File: config.mk
export PLATFORM = sky130hd
export DESIGN_NAME = sma_calc
export DESIGN_NICKNAME = d
export VERILOG_FILES = /design/src/rtl/sma_pkg.sv /design/src/rtl/sample_ring.sv /design/src/rtl/sma_calc.sv
export SDC_FILE = /design/constraint.sdc
export NUM_CORES = 1
export LEC_CHECK = 0
export BUFFER_PORTS_ARGS = -buffer_cell sky130_fd_sc_hd__buf_4
export CAP_MARGIN = 5
export CORE_MARGIN = 2
export CORE_UTILIZATION = 60
export DETAILED_ROUTE_END_ITERATION = 10
export PLACE_DENSITY = 0.77
export SETUP_SLACK_MARGIN = 0.2
export SLEW_MARGIN = 10
export SYNTH_ARGS = -nofsm -noshare
export SYNTH_HDL_FRONTEND = slang
export SYNTH_SLANG_ARGS = --single-unit
File: constraint.sdc
create_clock -name clk -period 13.1 [get_ports clk]
set_input_delay 0.655 -clock clk [delete_from_list [all_inputs] [get_ports clk]]
set_output_delay 0.655 -clock clk [all_outputs]
set_load 0.03 [all_outputs]
File: src/rtl/sma_pkg.sv
// Shared types and width helpers for the moving-average front end.
// The width helpers are constant functions so each module can size its own state.
package sma_pkg;

   typedef enum logic {
      FILL = 1'b0,
      RUN  = 1'b1
   } sma_state_e;

   localparam int DEF_DATA_W    = 8;
   localparam int DEF_SHORT_LEN = 4;
   localparam int DEF_LONG_LEN  = 16;

   function automatic int ptr_width(input int len);
      return $clog2(len);
   endfunction

   function automatic int sum_width(input int data_w, input int len);
      return data_w + $clog2(len);
   endfunction

endpackage : sma_pkg

File: src/rtl/sample_ring.sv
// Register ring holding the last DEPTH samples. It has one write port and two
// combinational taps: the slot about to be overwritten, and the slot SHORT_LEN samples back.
module sample_ring
   import sma_pkg::*;
#(
   parameter int DATA_W    = DEF_DATA_W,
   parameter int DEPTH     = DEF_LONG_LEN,
   parameter int SHORT_LEN = DEF_SHORT_LEN,
   localparam int PTR_W    = ptr_width(DEPTH)
) (
   input  logic              clk,
   input  logic              rst_n,
   input  logic              clear_i,
   input  logic              wr_en_i,
   input  logic [PTR_W-1:0]  wr_ptr_i,
   input  logic [DATA_W-1:0] wr_data_i,
   output logic [DATA_W-1:0] long_tail_o,
   output logic [DATA_W-1:0] short_tail_o
);

   logic [DATA_W-1:0] mem_q [DEPTH];
   logic [PTR_W-1:0]  short_idx;

   // Unsigned pointer arithmetic wraps modulo DEPTH, so a negative short index lands correctly.
   assign short_idx    = wr_ptr_i - PTR_W'(SHORT_LEN);
   assign long_tail_o  = mem_q[wr_ptr_i];
   assign short_tail_o = mem_q[short_idx];

   // NOTE: this memory is reset, unlike a normal RAM. The running sums subtract unfilled
   // slots during warm-up, and that subtraction is only exact if those slots hold zero.
   always_ff @(posedge clk or negedge rst_n) begin
      if (!rst_n) begin
         for (int i = 0; i < DEPTH; i++) mem_q[i] <= '0;
      end else if (clear_i) begin
         for (int i = 0; i < DEPTH; i++) mem_q[i] <= '0;
      end else if (wr_en_i) begin
         mem_q[wr_ptr_i] <= wr_data_i;
      end
   end

endmodule : sample_ring

File: src/rtl/sma_calc.sv
// Short/long simple moving averages over a circular price history.
// Each accepted sample updates both running sums and registers the floor averages.
module sma_calc
   import sma_pkg::*;
#(
   parameter int data_width = DEF_DATA_W,
   parameter int SHORT_LEN  = DEF_SHORT_LEN,
   parameter int LONG_LEN   = DEF_LONG_LEN
) (
   input  logic                  clk,
   input  logic                  rst,
   input  logic                  clear,
   input  logic [data_width-1:0] price_in,
   input  logic                  price_valid,
   output logic [data_width-1:0] short_sma,
   output logic [data_width-1:0] long_sma,
   output logic [data_width-1:0] current_data,
   output logic                  data_valid_pre
);

   localparam int PTR_W   = ptr_width(LONG_LEN);
   localparam int LOG_S   = ptr_width(SHORT_LEN);
   localparam int SUM_L_W = sum_width(data_width, LONG_LEN);
   localparam int SUM_S_W = sum_width(data_width, SHORT_LEN);
   localparam logic [PTR_W-1:0] LAST_FILL = PTR_W'(LONG_LEN - 1);

   sma_state_e            state_q, state_d;
   logic [PTR_W-1:0]      wr_ptr_q, wr_ptr_d;
   logic [PTR_W-1:0]      fill_cnt_q, fill_cnt_d;
   logic [SUM_L_W-1:0]    sum_long_q, sum_long_d;
   logic [SUM_S_W-1:0]    sum_short_q, sum_short_d;
   logic [data_width-1:0] short_sma_q, short_sma_d;
   logic [data_width-1:0] long_sma_q, long_sma_d;
   logic [data_width-1:0] current_q, current_d;
   logic                  valid_q, valid_d;

   logic [data_width-1:0] old_l, old_s;

   sample_ring #(
      .DATA_W   (data_width),
      .DEPTH    (LONG_LEN),
      .SHORT_LEN(SHORT_LEN)
   ) u_ring (
      .clk         (clk),
      .rst_n       (rst),
      .clear_i     (clear),
      .wr_en_i     (price_valid),
      .wr_ptr_i    (wr_ptr_q),
      .wr_data_i   (price_in),
      .long_tail_o (old_l),
      .short_tail_o(old_s)
   );

   // NOTE: every signal gets its hold value first, so no path through this block
   // leaves a variable unassigned and no latch is inferred.
   always_comb begin
      state_d     = state_q;
      wr_ptr_d    = wr_ptr_q;
      fill_cnt_d  = fill_cnt_q;
      sum_long_d  = sum_long_q;
      sum_short_d = sum_short_q;
      short_sma_d = short_sma_q;
      long_sma_d  = long_sma_q;
      current_d   = current_q;
      valid_d     = 1'b0;

      if (clear) begin
         state_d     = FILL;
         wr_ptr_d    = '0;
         fill_cnt_d  = '0;
         sum_long_d  = '0;
         sum_short_d = '0;
         short_sma_d = '0;
         long_sma_d  = '0;
         current_d   = '0;
      end else if (price_valid) begin
         // The sums always contain the outgoing sample, so the subtraction cannot underflow.
         sum_long_d  = sum_long_q + SUM_L_W'(price_in) - SUM_L_W'(old_l);
         sum_short_d = sum_short_q + SUM_S_W'(price_in) - SUM_S_W'(old_s);
         wr_ptr_d    = wr_ptr_q + 1'b1;
         short_sma_d = sum_short_d[SUM_S_W-1:LOG_S];
         long_sma_d  = sum_long_d[SUM_L_W-1:PTR_W];
         current_d   = price_in;

         case (state_q)
            FILL: begin
               if (fill_cnt_q == LAST_FILL) begin
                  state_d = RUN;
                  valid_d = 1'b1;
               end else begin
                  fill_cnt_d = fill_cnt_q + 1'b1;
               end
            end
            RUN:     valid_d = 1'b1;
            default: state_d = FILL;
         endcase
      end
   end

   // NOTE: state registers use non-blocking assignments so every register samples
   // the pre-edge values computed above, regardless of statement order.
   always_ff @(posedge clk or negedge rst) begin
      if (!rst) begin
         state_q     <= FILL;
         wr_ptr_q    <= '0;
         fill_cnt_q  <= '0;
         sum_long_q  <= '0;
         sum_short_q <= '0;
         short_sma_q <= '0;
         long_sma_q  <= '0;
         current_q   <= '0;
         valid_q     <= 1'b0;
      end else begin
         state_q     <= state_d;
         wr_ptr_q    <= wr_ptr_d;
         fill_cnt_q  <= fill_cnt_d;
         sum_long_q  <= sum_long_d;
         sum_short_q <= sum_short_d;
         short_sma_q <= short_sma_d;
         long_sma_q  <= long_sma_d;
         current_q   <= current_d;
         valid_q     <= valid_d;
      end
   end

   assign short_sma      = short_sma_q;
   assign long_sma       = long_sma_q;
   assign current_data   = current_q;
   assign data_valid_pre = valid_q;

endmodule : sma_calc
==> results of run 1 <==
==> worst paths after layout <==
| kind | depth (start not counted) | slack [ns] | end |
|---|---|---|---|
| min in group clk | 3 | 0.47 | current_data[6]$_DFFE_PN0P_ |
| worst max-delay path | 12 | 8.44 | sum_short_q[8]$_DFFE_PN0P_ |
| max in group asynchronous | 2 | 11.29 | wr_ptr_q[0]$_DFFE_PN0P_ |
| worst min register to register | 2 | 0.51 | u_ring.mem_q[115]$_DFFE_PN0P_ |
| worst min-delay path | 1 | 0.32 | sum_short_q[9]$_DFFE_PN0P_ |
| worst max register to register | 12 | 8.44 | sum_short_q[8]$_DFFE_PN0P_ |
==> routing by layer <==
layer  track usage, %  share of wire, %  routed length (um)
met1            39.80                42                9705
met4            10.08               2.9                 663
met5                0                 0                   0
met3            7.044               7.3                1674
met2            45.96                47               10850
==> per-stage QoR <==
| stage | hold WS, ns | worst slack, ns |
|---|---|---|
| 2_1_floorplan | 0.3594 | 8.814 |
| 3_3_place_gp | 0.4850 | 8.534 |
| 3_5_place_dp | 0.4949 | 8.437 |
| 4_1_cts | 0.3948 | 8.429 |
| 5_1_grt | 0.4411 | 8.175 |
| 6_report | 0.3172 | 8.436 |
==> synth_stat cells, types with 3 or more instances <==
cell,number
nor2_1,275
dfrtp_1,168
a21oi_1,135
inv_1,59
clkbuf_1,50
mux2i_1,35
mux4_2,34
ha_1,31
nand3_1,27
buf_4,16
fa_1,16
nand2_1,15
mux4_1,14
o21ai_0,11
nor3_1,8
a211oi_1,7
buf_2,7
clkinv_1,7
xnor2_1,7
nand4_1,6
o2111ai_1,5
o211ai_1,5
nor2b_1,4
a21o_1,3
o21a_1,3
or3_1,3
==> power by group through the flow <==
stage                     sequential [mW]  clock [mW]  combinational, mW
final                               0.578       0.564              0.465
after global routing                0.581       0.595              0.522
after CTS                           0.577       0.570              0.464
after detailed placement            0.586           0              0.460
after global placement              0.586           0              0.451
after floorplan                     0.577           0              0.375
==> final cells by class <==
class	instances	area (sq um)
clock buffer	17	425.4
clock inverter	15	225.2
fill	1220	5324
inverter	68	255.2
multi-input combinational	676	4781
sequential	168	4205
tap	216	270.3
timing repair buffer	45	341.6
==> flip-flops by register name (all words and copies together), names as in the netlist <==
| name | flops |
|---|---|
| u_ring.mem_q | 128 |
| sum_long_q | 12 |
| sum_short_q | 10 |
| current_data | 8 |
| fill_cnt_q | 4 |
| wr_ptr_q | 4 |
| data_valid_pre | 1 |
| state_q | 1 |
==> worst register-to-register path: stages (launching register included) <==
cell and delay, ns:
dfrtp_2 0.70, buf_4 0.47, mux4_1 0.67, mux4_1 0.56, ha_1 0.30, inv_1 0.04
ha_1 0.21, fa_1 0.45, a21oi_1 0.16, o21ai_0 0.15, or4_1 0.45, a2111o_1 0.38
nand3_1 0.07
==> kinds of logic (layout without fill, tap and decap cells) <==
kind of cell | Yosys count | in the layout | synth area share, %
flip-flops | 168 | 168 | 43.55
XOR/XNOR | 9 | 9 | 0.8166
AO/OA/AOI/OAI | 185 | 185 | 10.88
buffers and inverters | 147 | 145 | 6.922
multiplexers | 84 | 84 | 15.49
AND/OR/NAND/NOR | 351 | 351 | 15.01
adder cells (fa/ha/maj) | 47 | 47 | 7.336
==> results.md, run 1 <==
- Status: complete, no violations
- Largest net degree at the start of global routing: 108
- Clock Path Buffers: 2
- Drt total wl: 22900 um
- Initial DRC count: 789
- DR vias: 7347
- Share of the synthesized area in the top cell type: 43.55%
- Arr. time, crit path: 5.04 ns
- Antenna viol nets, final: 0
- Synth area leader: dfrtp_1
- CP Data Required Time: 13.48 ns
- IO Port Bufs: 36
- Layout cell share with drive strength beyond 1: 11.63%
- Max Freq: 0.2144 GHz
- Max Cap Viol: 0
- Critical path class: flop to flop
- Synthesized area: 9653 sq um
- Synth warnings: 0
- Switching Share: 34.66%
- Leakage power: 5.074 nW
- Finished Layout Cells: 1205
- # IOs: 37
- Relative slew slack: 35.30%
- TNS Setup: 0 ns
- Top cell family by delay on the critical path: multiplexers
- Most frequent cells in the layout: 275 x nor2_1, 167 x dfrtp_1, 135 x a21oi_1
- Cell count after synthesis: 991
- Cts hold-fix bufs: 0
- Sequential power share: 35.9%
- RSZ-0062 raised after global routing: no
- CP Buf/Inv Count: 2
- Area of the core: 15830 sq um
- Total power: 1.607 mW
- Global placer's final weighted congestion: 0.8741
- Area contributors post-synth: dfrtp_1 44%, nor2_1 11%, mux4_2 7.9%, a21oi_1 7.0%, ha_1 4.0%
- Peak VDD IR: 0.1676 mV
- Die area: 17120 sq um
- Root buf cell: clkbuf_16
- DP HPWL: 14460 um
- Internal power: 1.050 mW
- Sw power: 0.5569 mW
- GRT Resource Usage Total: 29.00%
- Fin util: 66.36%
- Count of pins over their slew limit: 0
- Clock power share: 35.1%
- Final setup fails: 0
- Post-synth EDFFs: 0
- Vias in the first global route: 6984
- Post-synthesis sequential area ratio: 43.55%
- # placed instances: 1173
- Synth unique cells: 55
- Clk_lat worst skew: 0.44 ns
- Area after DPL: 9853 sq um
- Crit-path max FO: 23
- Period utilization: 35.60%
- Commonest non-fill, non-tap cell in the layout: nor2_1
- First-pass GRT wire length: 37240 um
- Main synth FF type: dfrtp_1
- P&R area growth vs syn: 8.814%
- Via density: 6.097
- Post-CTS setup buffers: 0
- Global route total overflow: 0
- Cts repair resizes: 0
- Critical Path Start Type: flop
- Die height: 130.8 um
- Register bit count reported by yosys: 168
- Final Hold Viols: 0
- H-tree lvl count: 4
- CTS Sinks: 168
- Routed len/inst: 19.00 um
- Num CTS Buffers: 17
- Diode count: 0
- Site Rows: 46
- Type of the worst min-delay path: input pin to asynchronous set/reset pin
- Power per cell area: 153.0 nW/um^2
- Worst path slowest cell: dfrtp_2
- Reg2Reg Launch Point: wr_ptr_q[0]$_DFFE_PN0P_
- CTS tree: built
- Worst-margin pin slew: 0.9706 ns
- DIE WIDTH: 130.8 um
- Detailed Routing Iterations Pass 1: 8
- Slowest cell delay on critical path: 0.70 ns
- Reg clk slew, reported paths: 0.07 ns
- Critical path cell sequence: buf_4 -> mux4_1 -> mux4_1 -> ha_1 -> inv_1 -> ha_1 -> fa_1 -> a21oi_1 -> o21ai_0 -> or4_1 -> a2111o_1 -> nand3_1
- Setup Skew: 0.007554 ns
- Starting density of the core: 60.99%
- CP startpoint: wr_ptr_q[0]$_DFFE_PN0P_
- Combinational group share of total power: 28.9%
- Ys async rst share: 100.0%
- Nets: 1035
- Average cell area after synthesis: 9.741 sq um
- Initial antenna violation count: 0
- Syn nets: 1050
- Min Tclk post-route: 4.664 ns
- Post-route cell area: 10500 sq um
- Crit end category: flop
- Drt drc: 0
Note: power is estimated with default switching activity, not from simulation.
==> run 2: changes to the inputs <==
- clock period: 13.1 -> 4.3 ns (I/O delays scaled with it)
==> results.md, run 2 (synthesis results as in run 1) <==
- Status: complete, no violations
- Hold Path Origin: price_in[2]
- Root buf cell: clkbuf_16
- # placed instances: 1181
- Clk_lat worst skew: 0.44 ns
- Via density: 6.052
- Final setup fails: 0
- Num CTS Buffers: 17
- Drt total wl: 23160 um
- Critical Path Start Type: flop
- Reg2reg path depth: 12
- Reg2Reg Launch Point: wr_ptr_q[0]$_DFFE_PN0P_
- Biggest regs: u_ring.mem_q: 128 flops, sum_long_q: 12 flops, sum_short_q: 10 flops
- Antenna viol nets, final: 0
- Period utilization: 92.35%
- Largest register FFs: 128
- Starting density of the core: 60.99%
- RSZ-0062 raised after global routing: yes
- P&R area growth vs syn: 9.683%
- Post-route cell area: 10590 sq um
- Routed len/inst: 19.08 um
- GRT Resource Usage Total: 28.82%
- Hold path depth: 3
- Leakage power: 5.111 nW
- R2R Path End: sum_short_q[8]$_DFFE_PN0P_
- Commonest non-fill, non-tap cell in the layout: nor2_1
- Worst-margin pin slew: 0.9694 ns
- Final Hold Viols: 0
- Max Freq: 0.2518 GHz
- Hold EP: current_data[2]$_DFFE_PN0P_
- Layout cell share with drive strength beyond 1: 12.53%
- Min Tclk post-route: 3.971 ns
- CTS tree: built
- IO Port Bufs: 36
- Site Rows: 46
- TNS Setup: 0 ns
- Diode count: 0
- Global route total overflow: 0
- Die height: 130.8 um
- Sw power: 1.632 mW
- Combinational group share of total power: 30.5%
- Power per cell area: 452.6 nW/um^2
- Clock Path Buffers: 2
- Drt drc: 0
- H-tree lvl count: 4
- CP Data Required Time: 4.67 ns
- Initial DRC count: 697
- First-pass GRT wire length: 37430 um
- Switching Share: 34.07%
- Total power: 4.792 mW
- Arr. time, crit path: 4.34 ns
- CTS Sinks: 168
- DP HPWL: 15060 um
- Sequential power share: 36.5%
- Most Used Layer, Global Route: met2
- Largest net degree at the start of global routing: 103
- Type of the worst min-delay path: input pin to flop
- # IOs: 37
- Setup Skew: 0.009232 ns
- Internal power: 3.159 mW
- Count of pins over their slew limit: 0
- Final setup margin: 0.3288 ns
- Max Cap Viol: 0
- Finished Layout Cells: 1214
- R2R Setup Slk: 0.33 ns
- Relative slew slack: 35.37%
- DIE WIDTH: 130.8 um
- Critical path class: flop to flop
- Detailed Routing Iterations Pass 1: 5
- Die area: 17120 sq um
- Reg clk slew, reported paths: 0.07 ns
- Vias in the first global route: 7209
- Area after DPL: 9951 sq um
- Clock power share: 32.9%
- Crit end category: flop
- Peak VDD IR: 0.3302 mV
- Crit-path max FO: 5
- Top reg by flops: u_ring.mem_q
- Routing usage on met3: 6.555%
- Initial antenna violation count: 0
- Grt met2 use: 46.17%
- Pre-CTS setup slack: 0.2619 ns
- DR vias: 7347
- GR Util met1: 38.25%
- Nets: 1044
- Area of the core: 15830 sq um
- Global placer's final weighted congestion: 0.8614
- Most frequent cells in the layout: 275 x nor2_1, 167 x dfrtp_1, 135 x a21oi_1
[run 2: metrics by stage]
step           hold WS [ns]  util (%)
2_1_floorplan      -0.08059         -
3_3_place_gp         0.4026     62.87
3_5_place_dp         0.4120     62.87
4_1_cts             0.03241     66.79
5_1_grt             0.04135     66.89
6_report            0.03699     66.89
[run 2: final cells by class]
type                       instances  area, sq um
clock buffer                      23        498.0
multi-input combinational        676         4786
timing repair buffer              54        460.4
tap                              216        270.3
inverter                          68        255.2
sequential                       168         4205
fill                            1186         5240
clock inverter                     9        112.6
[run 2: timing repair]
item                                    CTS  global route
resized for setup                         0             6
hold endpoints to repair                101             0
endpoints found under the setup margin    0             7
setup buffers                             0             0
hold buffers                              1             0
[run 2: power by group through the flow]
| stage | Sequential, mW | Clock (mW) | Combinational [mW] |
|---|---|---|---|
| final | 1.75 | 1.58 | 1.46 |
| after global routing | 1.76 | 1.66 | 1.62 |
| after CTS | 1.75 | 1.59 | 1.45 |
| after detailed placement | 1.78 | 0 | 1.44 |
| after global placement | 1.77 | 0 | 1.41 |
| after floorplan | 1.76 | 0 | 1.14 |
[run 2: worst max-delay path by stage]
| stage | from | endpoint | slack, ns | cells after the start |
|---|---|---|---|---|
| floorplan | wr_ptr_q[2]$_DFFE_PN0P_ | sum_short_q[8]$_DFFE_PN0P_ | 0.20 | 13 |
| global placement | wr_ptr_q[0]$_DFFE_PN0P_ | sum_short_q[8]$_DFFE_PN0P_ | 0.32 | 12 |
| detailed placement | wr_ptr_q[0]$_DFFE_PN0P_ | sum_short_q[8]$_DFFE_PN0P_ | 0.26 | 12 |
| CTS | wr_ptr_q[0]$_DFFE_PN0P_ | sum_short_q[8]$_DFFE_PN0P_ | 0.25 | 12 |
| global route | wr_ptr_q[0]$_DFFE_PN0P_ | sum_short_q[8]$_DFFE_PN0P_ | 0.15 | 12 |
| finish | wr_ptr_q[0]$_DFFE_PN0P_ | sum_short_q[8]$_DFFE_PN0P_ | 0.33 | 12 |
[run 2: worst max-delay path: stages, from the launching register on]
cell and delay, ns:
dfrtp_2 0.38, buf_4 0.17, mux4_1 0.60, mux4_1 0.57, ha_1 0.30, inv_1 0.04, ha_1 0.22, fa_1 0.43
a21oi_1 0.16, o21ai_0 0.14, or4_1 0.45, a2111o_1 0.38, nand3_1 0.07
[run 2: metal layers]
| metal | vias to the layer above | routed length (um) | part of all wire (%) |
|---|---|---|---|
| li1 | 3384 | - | - |
| met1 | 3627 | 9612 | 42 |
| met2 | 286 | 11140 | 48 |
| met3 | 50 | 1613 | 7.0 |
| met4 | 0 | 797 | 3.4 |
| met5 | - | 0 | 0 |
==> run 3: changes to the inputs <==
- PLACE_DENSITY: 0.77 -> default
- PLACE_DENSITY_LB_ADDON: default -> 0.12
==> results.md, run 3 (synthesis results as in run 1) <==
- Commonest non-fill, non-tap cell in the layout: nor2_1
- Largest net degree at the start of global routing: 101
- Relative slew slack: 29.70%
- Antenna viol nets, final: 0
- R2R Setup Slk: 0.29 ns
- Vias in the first global route: 6729
- Die height: 130.8 um
- CTS tree: built
- Reg2reg path depth: 11
- Num CTS Buffers: 17
- Nets: 1050
- Top reg by flops: u_ring.mem_q
- Sw power: 1.673 mW
- Period utilization: 93.31%
- Initial antenna violation count: 0
- CTS Sinks: 168
- Min Tclk post-route: 4.012 ns
- DIE WIDTH: 130.8 um
- Hold path depth: 3
- Total power: 4.918 mW
- Critical path class: flop to flop
- Status: complete, no violations
- Internal power: 3.244 mW
- CP Data Required Time: 4.67 ns
- Max Cap Viol: 0
- Max Freq: 0.2492 GHz
- Hold EP: current_data[1]$_DFFE_PN0P_
- Global placer's final weighted congestion: 0.8216
- H-tree lvl count: 4
- Site Rows: 46
- TNS Setup: 0 ns
- Type of the worst min-delay path: input pin to flop
- Routed len/inst: 18.93 um
- Finished Layout Cells: 1220
- Reg2Reg Launch Point: wr_ptr_q[0]$_DFFE_PN0P_
- First-pass GRT wire length: 36270 um
- Setup Skew: 0.01090 ns
- DP HPWL: 14940 um
- Final setup fails: 0
- Reg clk slew, reported paths: 0.07 ns
- Crit end category: flop
- Clk_lat worst skew: 0.44 ns
- P&R area growth vs syn: 10.45%
- Combinational group share of total power: 30.0%
- Global route total overflow: 0
- GRT Resource Usage Total: 28.28%
- Arr. time, crit path: 4.38 ns
- Crit-path max FO: 5
- Clock Path Buffers: 2
- Detailed Routing Iterations Pass 1: 4
- Die area: 17120 sq um
- Sequential power share: 35.6%
- DR vias: 7230
- # placed instances: 1184
- # IOs: 37
- Diode count: 0
- Count of pins over their slew limit: 0
- Initial DRC count: 692
- Largest register FFs: 128
- Area of the core: 15830 sq um
- Root buf cell: clkbuf_16
- Final Hold Viols: 0
- Clock power share: 34.4%
- IO Port Bufs: 36
- Fill cell count: 1204
- Drt total wl: 23090 um
- Starting density of the core: 60.99%
- Layout cell share with drive strength beyond 1: 12.85%
- Peak VDD IR: 0.3137 mV
- Fin Hold WS: 0.03554 ns
- Worst-margin pin slew: 1.054 ns
- RSZ-0062 raised after global routing: no
- Biggest regs: u_ring.mem_q: 128 flops, sum_long_q: 12 flops, sum_short_q: 10 flops
- Power per cell area: 461.2 nW/um^2
- Critical Path Start Type: flop
- Hold Path Origin: price_in[1]
- Most frequent cells in the layout: 275 x nor2_1, 167 x dfrtp_1, 135 x a21oi_1
- R2R Path End: sum_short_q[8]$_DFFE_PN0P_
- Drt drc: 0
- Leakage power: 5.159 nW
- Via density: 5.926
- Switching Share: 34.02%
==> run 3: area by class of cell <==
class,instances,area (sq um),share of cell area [%]
multi-input cells,676,4777,44.81
flip-flops and latches,168,4205,39.44
repair buffers,60,511.7,4.800
clock buffers,20,456.7,4.284
well taps,216,270.3,2.535
inverters,68,255.2,2.394
clock inverters,12,185.2,1.737
==> run 3: stage by stage <==
stage               cell area [sq um]  util, %  setup WS, ns
floorplan                        9654        -        0.2026
global placement                 9973    63.01        0.3310
detailed placement               9973    63.01        0.2582
CTS                             10630    67.13        0.2053
global route                    10660    67.36        0.2133
finish                          10660    67.36        0.2878
==> run 3: worst max path at each step <==
stage                                  startpoint                          to  slack [ns]  depth (start not counted)
final                     wr_ptr_q[0]$_DFFE_PN0P_  sum_short_q[8]$_DFFE_PN0P_        0.29                         11
after global routing      wr_ptr_q[0]$_DFFE_PN0P_   sum_long_q[6]$_DFFE_PN0P_        0.21                         10
after CTS                 wr_ptr_q[0]$_DFFE_PN0P_  sum_short_q[8]$_DFFE_PN0P_        0.21                         11
after detailed placement  wr_ptr_q[0]$_DFFE_PN0P_  sum_short_q[8]$_DFFE_PN0P_        0.26                         11
after global placement    wr_ptr_q[0]$_DFFE_PN0P_  sum_short_q[8]$_DFFE_PN0P_        0.33                         11
after floorplan           wr_ptr_q[2]$_DFFE_PN0P_  sum_short_q[8]$_DFFE_PN0P_        0.20                         13
==> run 3: what timing repair did <==
item | 4_1_cts | 5_1_grt
hold endpoints to repair | 77 | 0
setup endpoints to repair | 0 | 8
hold buffers | 1 | 0
buffers inserted | 0 | 2
resized for setup | 0 | 2
==> run 3: power by group through the flow <==
stage               clock network (mW)  logic (mW)  registers, mW
floorplan                            0        1.14           1.76
global placement                     0        1.42           1.78
detailed placement                   0        1.44           1.78
CTS                               1.70        1.46           1.75
global route                      1.77        1.65           1.76
finish                            1.69        1.48           1.75
==> run 3: layer usage <==
layer,GRT usage (%),vias up,wire length (um)
met5,0,-,0
met4,7.322,0,291
met3,5.497,21,1409
met2,46.14,228,11340
met1,39.58,3591,10060
li1,-,3390,-
==> run 3: worst max-delay path, cell delays in order, from the launching register on <==
cell and delay (ns):
dfrtp_2 0.43, buf_4 0.13, mux4_1 0.56, mux4_1 0.57, fa_1 0.50, inv_1 0.07, fa_1 0.48, a21oi_1 0.19
o21ai_1 0.14, or4_1 0.44, a2111o_1 0.38, nand3_1 0.07
